$ cat src/rtl/cu_pkg.sv
// cu_pkg: shared state, opcode and control-field encodings for the multi-cycle control unit
package cu_pkg;
  typedef enum logic [3:0] {
    S_FETCH    = 4'd0,
    S_DECODE   = 4'd1,
    S_EX_R     = 4'd2,
    S_EX_I     = 4'd3,
    S_EX_AUIPC = 4'd4,
    S_EX_ADDR  = 4'd5,
    S_MEM_RD   = 4'd6,
    S_MEM_WR   = 4'd7,
    S_WB_ALU   = 4'd8,
    S_WB_MEM   = 4'd9,
    S_EX_BR    = 4'd10,
    S_EX_JAL   = 4'd11,
    S_EX_JALR  = 4'd12,
    S_TRAP     = 4'd15
  } state_t;
  localparam logic [6:0] OP_R     = 7'b0110011;
  localparam logic [6:0] OP_I     = 7'b0010011;
  localparam logic [6:0] OP_LW    = 7'b0000011;
  localparam logic [6:0] OP_SW    = 7'b0100011;
  localparam logic [6:0] OP_B     = 7'b1100011;
  localparam logic [6:0] OP_JAL   = 7'b1101111;
  localparam logic [6:0] OP_JALR  = 7'b1100111;
  localparam logic [6:0] OP_AUIPC = 7'b0010111;
  localparam logic [2:0] F3_BEQ = 3'b000;
  localparam logic [2:0] F3_BNE = 3'b001;
  localparam logic [2:0] ALU_ADD   = 3'd0;
  localparam logic [2:0] ALU_SUB   = 3'd1;
  localparam logic [2:0] ALU_FUNCT = 3'd2;
  localparam logic [2:0] IMM_I = 3'd0;
  localparam logic [2:0] IMM_S = 3'd1;
  localparam logic [2:0] IMM_B = 3'd2;
  localparam logic [2:0] IMM_J = 3'd4;
  localparam logic [2:0] IMM_U = 3'd5;
  localparam logic [1:0] SRCA_PC    = 2'd0;
  localparam logic [1:0] SRCA_RS1   = 2'd1;
  localparam logic [1:0] SRCA_OLDPC = 2'd2;
  localparam logic [1:0] SRCB_RS2  = 2'd0;
  localparam logic [1:0] SRCB_IMM  = 2'd1;
  localparam logic [1:0] SRCB_FOUR = 2'd2;
  localparam logic [1:0] PC_ALU    = 2'd0;
  localparam logic [1:0] PC_ALUOUT = 2'd1;
  localparam logic [1:0] PC_JALR   = 2'd2;
  localparam logic [1:0] CAUSE_NONE    = 2'd0;
  localparam logic [1:0] CAUSE_ILLEGAL = 2'd1;
  localparam logic [1:0] CAUSE_TIMEOUT = 2'd2;
  function automatic state_t decode_target(input logic [6:0] op, input logic [2:0] f3);
    case (op)
      OP_R:     return S_EX_R;
      OP_I:     return S_EX_I;
      OP_LW:    return S_EX_ADDR;
      OP_SW:    return S_EX_ADDR;
      OP_B:     return (f3 == F3_BEQ || f3 == F3_BNE) ? S_EX_BR : S_TRAP;
      OP_JAL:   return S_EX_JAL;
      OP_JALR:  return S_EX_JALR;
      OP_AUIPC: return S_EX_AUIPC;
      default:  return S_TRAP;
    endcase
  endfunction
endpackage

$ cat src/rtl/cu_bus_watchdog.sv
// cu_bus_watchdog: counts stalled bus cycles and flags the one that reaches TIMEOUT_CYC
module cu_bus_watchdog #(
  parameter int TIMEOUT_CYC = 255
) (
  input  logic clk,
  input  logic rst,
  input  logic busy,
  output logic timeout
);
  localparam int W = $clog2(TIMEOUT_CYC + 1);
  logic [W-1:0] cnt;
  assign timeout = busy && cnt == W'(TIMEOUT_CYC - 1);
  always_ff @(posedge clk or negedge rst)
    if (!rst) cnt <= '0;
    else cnt <= (busy && !timeout) ? cnt + 1'b1 : '0;
endmodule

$ cat src/rtl/control_unit_mc.sv
// control_unit_mc: multi-cycle RV32I control FSM with bus wait handshake, traps and retire count
module control_unit_mc
  import cu_pkg::*;
#(
  parameter int OPCODE_W    = 7,
  parameter int FUNCT_W     = 3,
  parameter int ALUOP_W     = 3,
  parameter int IMMSEL_W    = 3,
  parameter int TIMEOUT_CYC = 255,
  parameter int CNT_W       = 32
) (
  input  logic                clk,
  input  logic                rst,
  input  logic [OPCODE_W-1:0] opCode,
  input  logic [FUNCT_W-1:0]  funct,
  input  logic                mem_ready,
  output logic                mem_req,
  output logic                IRWrite,
  output logic                PCWrite,
  output logic                BranchEQ,
  output logic                BranchNE,
  output logic [1:0]          PCSrc,
  output logic                HADDR_Sel,
  output logic                MemWrite,
  output logic                MemtoReg,
  output logic [1:0]          ALUSrcA,
  output logic [1:0]          ALUSrcB,
  output logic [ALUOP_W-1:0]  ALUOp,
  output logic [IMMSEL_W-1:0] immediateSel,
  output logic                RegWrite,
  output logic                trap,
  output logic [1:0]          trap_cause,
  output logic [CNT_W-1:0]    retired,
  output logic [3:0]          state_o
);
  state_t state, next, s;
  logic run, timeout, done;
  cu_bus_watchdog #(.TIMEOUT_CYC(TIMEOUT_CYC)) u_wd (
    .clk(clk), .rst(rst), .busy(mem_req && !mem_ready), .timeout(timeout)
  );
  // run holds every output low until the first edge after reset release
  assign s = run ? state : S_TRAP;
  assign state_o = state;
  assign trap = state == S_TRAP;
  assign mem_req = s inside {S_FETCH, S_MEM_RD, S_MEM_WR};
  assign IRWrite = s == S_FETCH && mem_ready;
  assign PCWrite = (s == S_FETCH && mem_ready) || s inside {S_EX_JAL, S_EX_JALR};
  assign BranchEQ = s == S_EX_BR && funct == F3_BEQ;
  assign BranchNE = s == S_EX_BR && funct == F3_BNE;
  assign PCSrc = s inside {S_EX_BR, S_EX_JAL} ? PC_ALUOUT : s == S_EX_JALR ? PC_JALR : PC_ALU;
  assign HADDR_Sel = s inside {S_MEM_RD, S_MEM_WR};
  assign MemWrite = s == S_MEM_WR;
  assign MemtoReg = s == S_WB_MEM;
  assign RegWrite = s inside {S_WB_ALU, S_WB_MEM, S_EX_JAL, S_EX_JALR};
  assign ALUSrcA = s inside {S_EX_R, S_EX_I, S_EX_ADDR, S_EX_BR} ? SRCA_RS1 :
                   s inside {S_DECODE, S_EX_AUIPC, S_EX_JAL, S_EX_JALR} ? SRCA_OLDPC : SRCA_PC;
  assign ALUSrcB = s inside {S_FETCH, S_EX_JAL, S_EX_JALR} ? SRCB_FOUR :
                   s inside {S_DECODE, S_EX_I, S_EX_AUIPC, S_EX_ADDR} ? SRCB_IMM : SRCB_RS2;
  assign ALUOp = ALUOP_W'(s inside {S_EX_R, S_EX_I} ? ALU_FUNCT : s == S_EX_BR ? ALU_SUB : ALU_ADD);
  assign immediateSel = IMMSEL_W'(s == S_DECODE ? (opCode == OP_JAL ? IMM_J : IMM_B) :
                                  s == S_EX_JAL ? IMM_J :
                                  s == S_EX_AUIPC ? IMM_U :
                                  (s == S_EX_ADDR && opCode == OP_SW) ? IMM_S : IMM_I);
  always_comb begin
    next = state;
    case (state)
      S_FETCH:                            next = mem_ready ? S_DECODE : S_FETCH;
      S_DECODE:                           next = decode_target(opCode, funct);
      S_EX_R, S_EX_I, S_EX_AUIPC:         next = S_WB_ALU;
      S_EX_ADDR:                          next = opCode == OP_SW ? S_MEM_WR : S_MEM_RD;
      S_MEM_RD:                           next = mem_ready ? S_WB_MEM : S_MEM_RD;
      S_MEM_WR:                           next = mem_ready ? S_FETCH : S_MEM_WR;
      S_WB_ALU, S_WB_MEM, S_EX_BR,
      S_EX_JAL, S_EX_JALR:                next = S_FETCH;
      default:                            next = S_TRAP;
    endcase
    if (timeout) next = S_TRAP;
  end
  // every path back to FETCH leaves a completing state
  assign done = run && state != S_FETCH && next == S_FETCH;
  always_ff @(posedge clk or negedge rst)
    if (!rst) begin
      run        <= 1'b0;
      state      <= S_FETCH;
      trap_cause <= CAUSE_NONE;
      retired    <= '0;
    end else begin
      run <= 1'b1;
      if (run) state <= next;
      if (run && next == S_TRAP && state != S_TRAP) trap_cause <= timeout ? CAUSE_TIMEOUT : CAUSE_ILLEGAL;
      if (done) retired <= retired + 1'b1;
    end
endmodule

$ cat config.mk
export PLATFORM = sky130hd
export DESIGN_NAME = control_unit_mc
export DESIGN_NICKNAME = d
export VERILOG_FILES = /design/src/rtl/cu_pkg.sv /design/src/rtl/cu_bus_watchdog.sv /design/src/rtl/control_unit_mc.sv
export SDC_FILE = /design/constraint.sdc
export NUM_CORES = 1
export LEC_CHECK = 0
export ABC_CLOCK_PERIOD_IN_PS = 3700
export CAP_MARGIN = 10
export CORE_UTILIZATION = 53
export DETAILED_ROUTE_END_ITERATION = 10
export GPL_ROUTABILITY_DRIVEN = 1
export GPL_TIMING_DRIVEN = 1
export PLACE_DENSITY = 0.85
export SKIP_LAST_GASP = 1
export SLEW_MARGIN = 30
export SYNTH_ARGS = -nofsm -noshare
export SYNTH_HDL_FRONTEND = slang
export SYNTH_SLANG_ARGS = --single-unit
$ cat constraint.sdc
create_clock -name clk -period 3.7 [get_ports clk]
set_clock_uncertainty 0.1 [all_clocks]
set_input_delay 0.74 -clock clk [delete_from_list [all_inputs] [get_ports clk]]
set_output_delay 0.74 -clock clk [all_outputs]
set_load 0.1 [all_outputs]
==> metrics.txt <==
crit path max fanout 8; I/O pins 73; Buffers on Ports 71; layout cells sized above 1 0.188; CTS tree built; drt pass-1 iters 4; worst flop-to-flop path startpoint state_o[2]; GRT overflow 0; vias per cell 5.56; worst setup path class in2out; Slew Limit Headroom 0.338; initial antenna violation count 0; Max Cap Viol 0; clock tree buffer depth 2; Buf+Inv Stages, Crit Path 2; die height 76.2 microns; Peak supply drop 0.532 mV; top-count cell post-synth dfrtp_1; reg2reg path depth 7; Root Buffer clkbuf_8; final WL 6750 microns; Synth top area share 0.403; H-tree levels 2; Synth Cell Area 2920 sq um; Synth Net Count 335; startpoint type of the worst setup path input pin; mean routed wirelength per cell 14.9 microns; RR Endpoint retired[13]; die area 5810 sq um; hold_buf cts 0; most frequent cells after synthesis 47 x dfrtp_1, 28 x nand2_1, 28 x nor2_1, 28 x xor2_1, 26 x nor3_1; run status completed; WP data arrival 2460 ps; min Tclk post-route 3300 ps; initial core utilization 0.561; Clk pin slew, worst setup/hold paths 90 ps; global-route wire length before repair 11600 microns; Post-synth EDFFs 0; period utilization 0.892; dominant cells by area after synthesis dfrtp_1 40%, xor2_1 8.4%, nor3_1 4.5%; final setup fails 0; Die W 76.2 microns; Hold Violations, Final 0; Hold Crit Class in2async; Placer Congestion 0.772; Post-CTS Resized 0; site row count 26; measured slew at the worst slew-check pin 989 ps; area leader, netlist dfrtp_1; number of global-route vias before repair 2424; Clock Latency Late Sink 310 ps; register area share after synthesis 0.403; cts bufs inserted 5; n_diodes 0; slowest stage cell, crit path clkdlybuf4s50_1; post-synthesis cell count 319; Remaining DRCs 0; post-CTS setup buffers 0; routed via count 2525; required time worst endpoint 2860 ps; ys async rst share 1.00; post-route antenna net violation count 0; LEAKAGE 1.68 nW; WP depth 5; DP Wirelength 4820 microns; CP Capture Type output port; Hold Worst Slack 326 ps; clk sinks 47; RSZ-0062 raised after global routing false; final net count 399; Detailed Route Iter0 Violations 172; Yosys reg bits 47; largest net degree at the start of global routing 48; Mean Syn Cell Area 9.15 sq um; Overall Global Routing Usage 0.246; max incr delay on CP 550 ps; fin. max-slew vios 0; Pwr per Cell Area 664 nW/um^2; area grow syn2layout 30.1%; R2R Setup Slk 860 ps; Synth cell types 58; Post-synth top flop dfrtp_1; cells along the critical path clkdlybuf4s50_1, nor3_2, nand3_1, a2111oi_4, buf_12; setup_tns 0 ps; core region area 5200 sq um; Peak Freq 303 MHz; # fillers 397; Yosys warning count 0; Top delay family on crit path buffers and inverters
==> layout make-up <==
class	instances	area, sq um	area share
multi-input cells	239	1680	0.442
flip-flops and latches	47	1180	0.312
repair buffers	73	698	0.184
clock buffers	6	72.6	0.0191
well taps	70	87.6	0.0230
inverters	17	65.1	0.0171
clock inverters	2	12.5	0.00329
==> report_power, final <==
group	leakage (nW)	switching [mW]	internal, mW
sequential	0.598	0.176	0.572
combinational	1.04	1.11	0.360
clock	0.0412	0.174	0.132
==> state kept, by name, summed over array words and instances (netlist names) <==
signal,cells
trap_cause,2
state_o,4
retired,32
run,1
u_wd.cnt,8
==> worst register-to-register path: stages, from the launching register on <==
cell       delay, ps
dfrtp_1          670
or3_1            500
a2111oi_4        500
nor2_2           130
o21ai_4          280
buf_4            310
nor3_1            90
xor2_1           160
==> metrics by stage <==
stage	utilization	instances	power [mW]	setup WS (ps)	instance area (sq um)
final	0.730	454	2.52	401	3800
after global placement	0.713	446	2.20	437	3710
after CTS	0.730	454	2.52	423	3800
after floorplan	-	319	1.99	-87.8	3050
after detailed placement	0.714	446	2.22	377	3710
after global routing	0.730	454	2.64	310	3800
==> cells in the final DEF, fill, tap and decap left out, types with 3 or more instances in the layout <==
cell              n
nand2_1          27
nor2b_1           4
nor2_2            4
buf_12            3
dfrtp_1          44
nor4_4            4
clkdlybuf4s50_1  45
clkbuf_8          5
nand2b_1          3
and4_1            3
xnor2_1           9
buf_4            25
and3_2            3
nor3_2            3
nand4_1           9
nor4_2            3
o21ai_0           9
ha_1              3
nor4_1            5
a31oi_1           4
inv_1            16
nand3_1          17
xor2_1           28
nor2_1           25
nor3_1           23
and3_1            5
a21oi_1           5
==> how the worst max path moves through the flow <==
stage,slack [ps],startpoint,to
after global routing,310,state_o[2],ALUSrcB[1]
after CTS,420,opCode[3],immediateSel[0]
after floorplan,-90,state_o[2],immediateSel[0]
after detailed placement,380,mem_ready,retired[6]
after global placement,440,opCode[4],immediateSel[2]
final,400,opCode[3],immediateSel[0]
==> per-layer routing <==
layer / wire length [microns] / share of wire / up-vias / global-route usage
met5: 0 / 0 / - / 0
met4: 68 / 0.010 / 0 / 0.0865
met3: 304 / 0.045 / 9 / 0.0335
met2: 3280 / 0.49 / 72 / 0.409
met1: 3100 / 0.46 / 1193 / 0.329
li1: - / - / 1251 / -
==> kinds of logic after synthesis <==
logic type	Yosys count	share of synthesized area
simple gates	155	0.296
flops	47	0.403
compound gates	41	0.113
xor+xnor	37	0.111
buf+inv	33	0.0561
fa+ha+maj	3	0.0129
other cells	2	0.00257
mux	1	0.00514
Power figures use the tool's default switching activity.
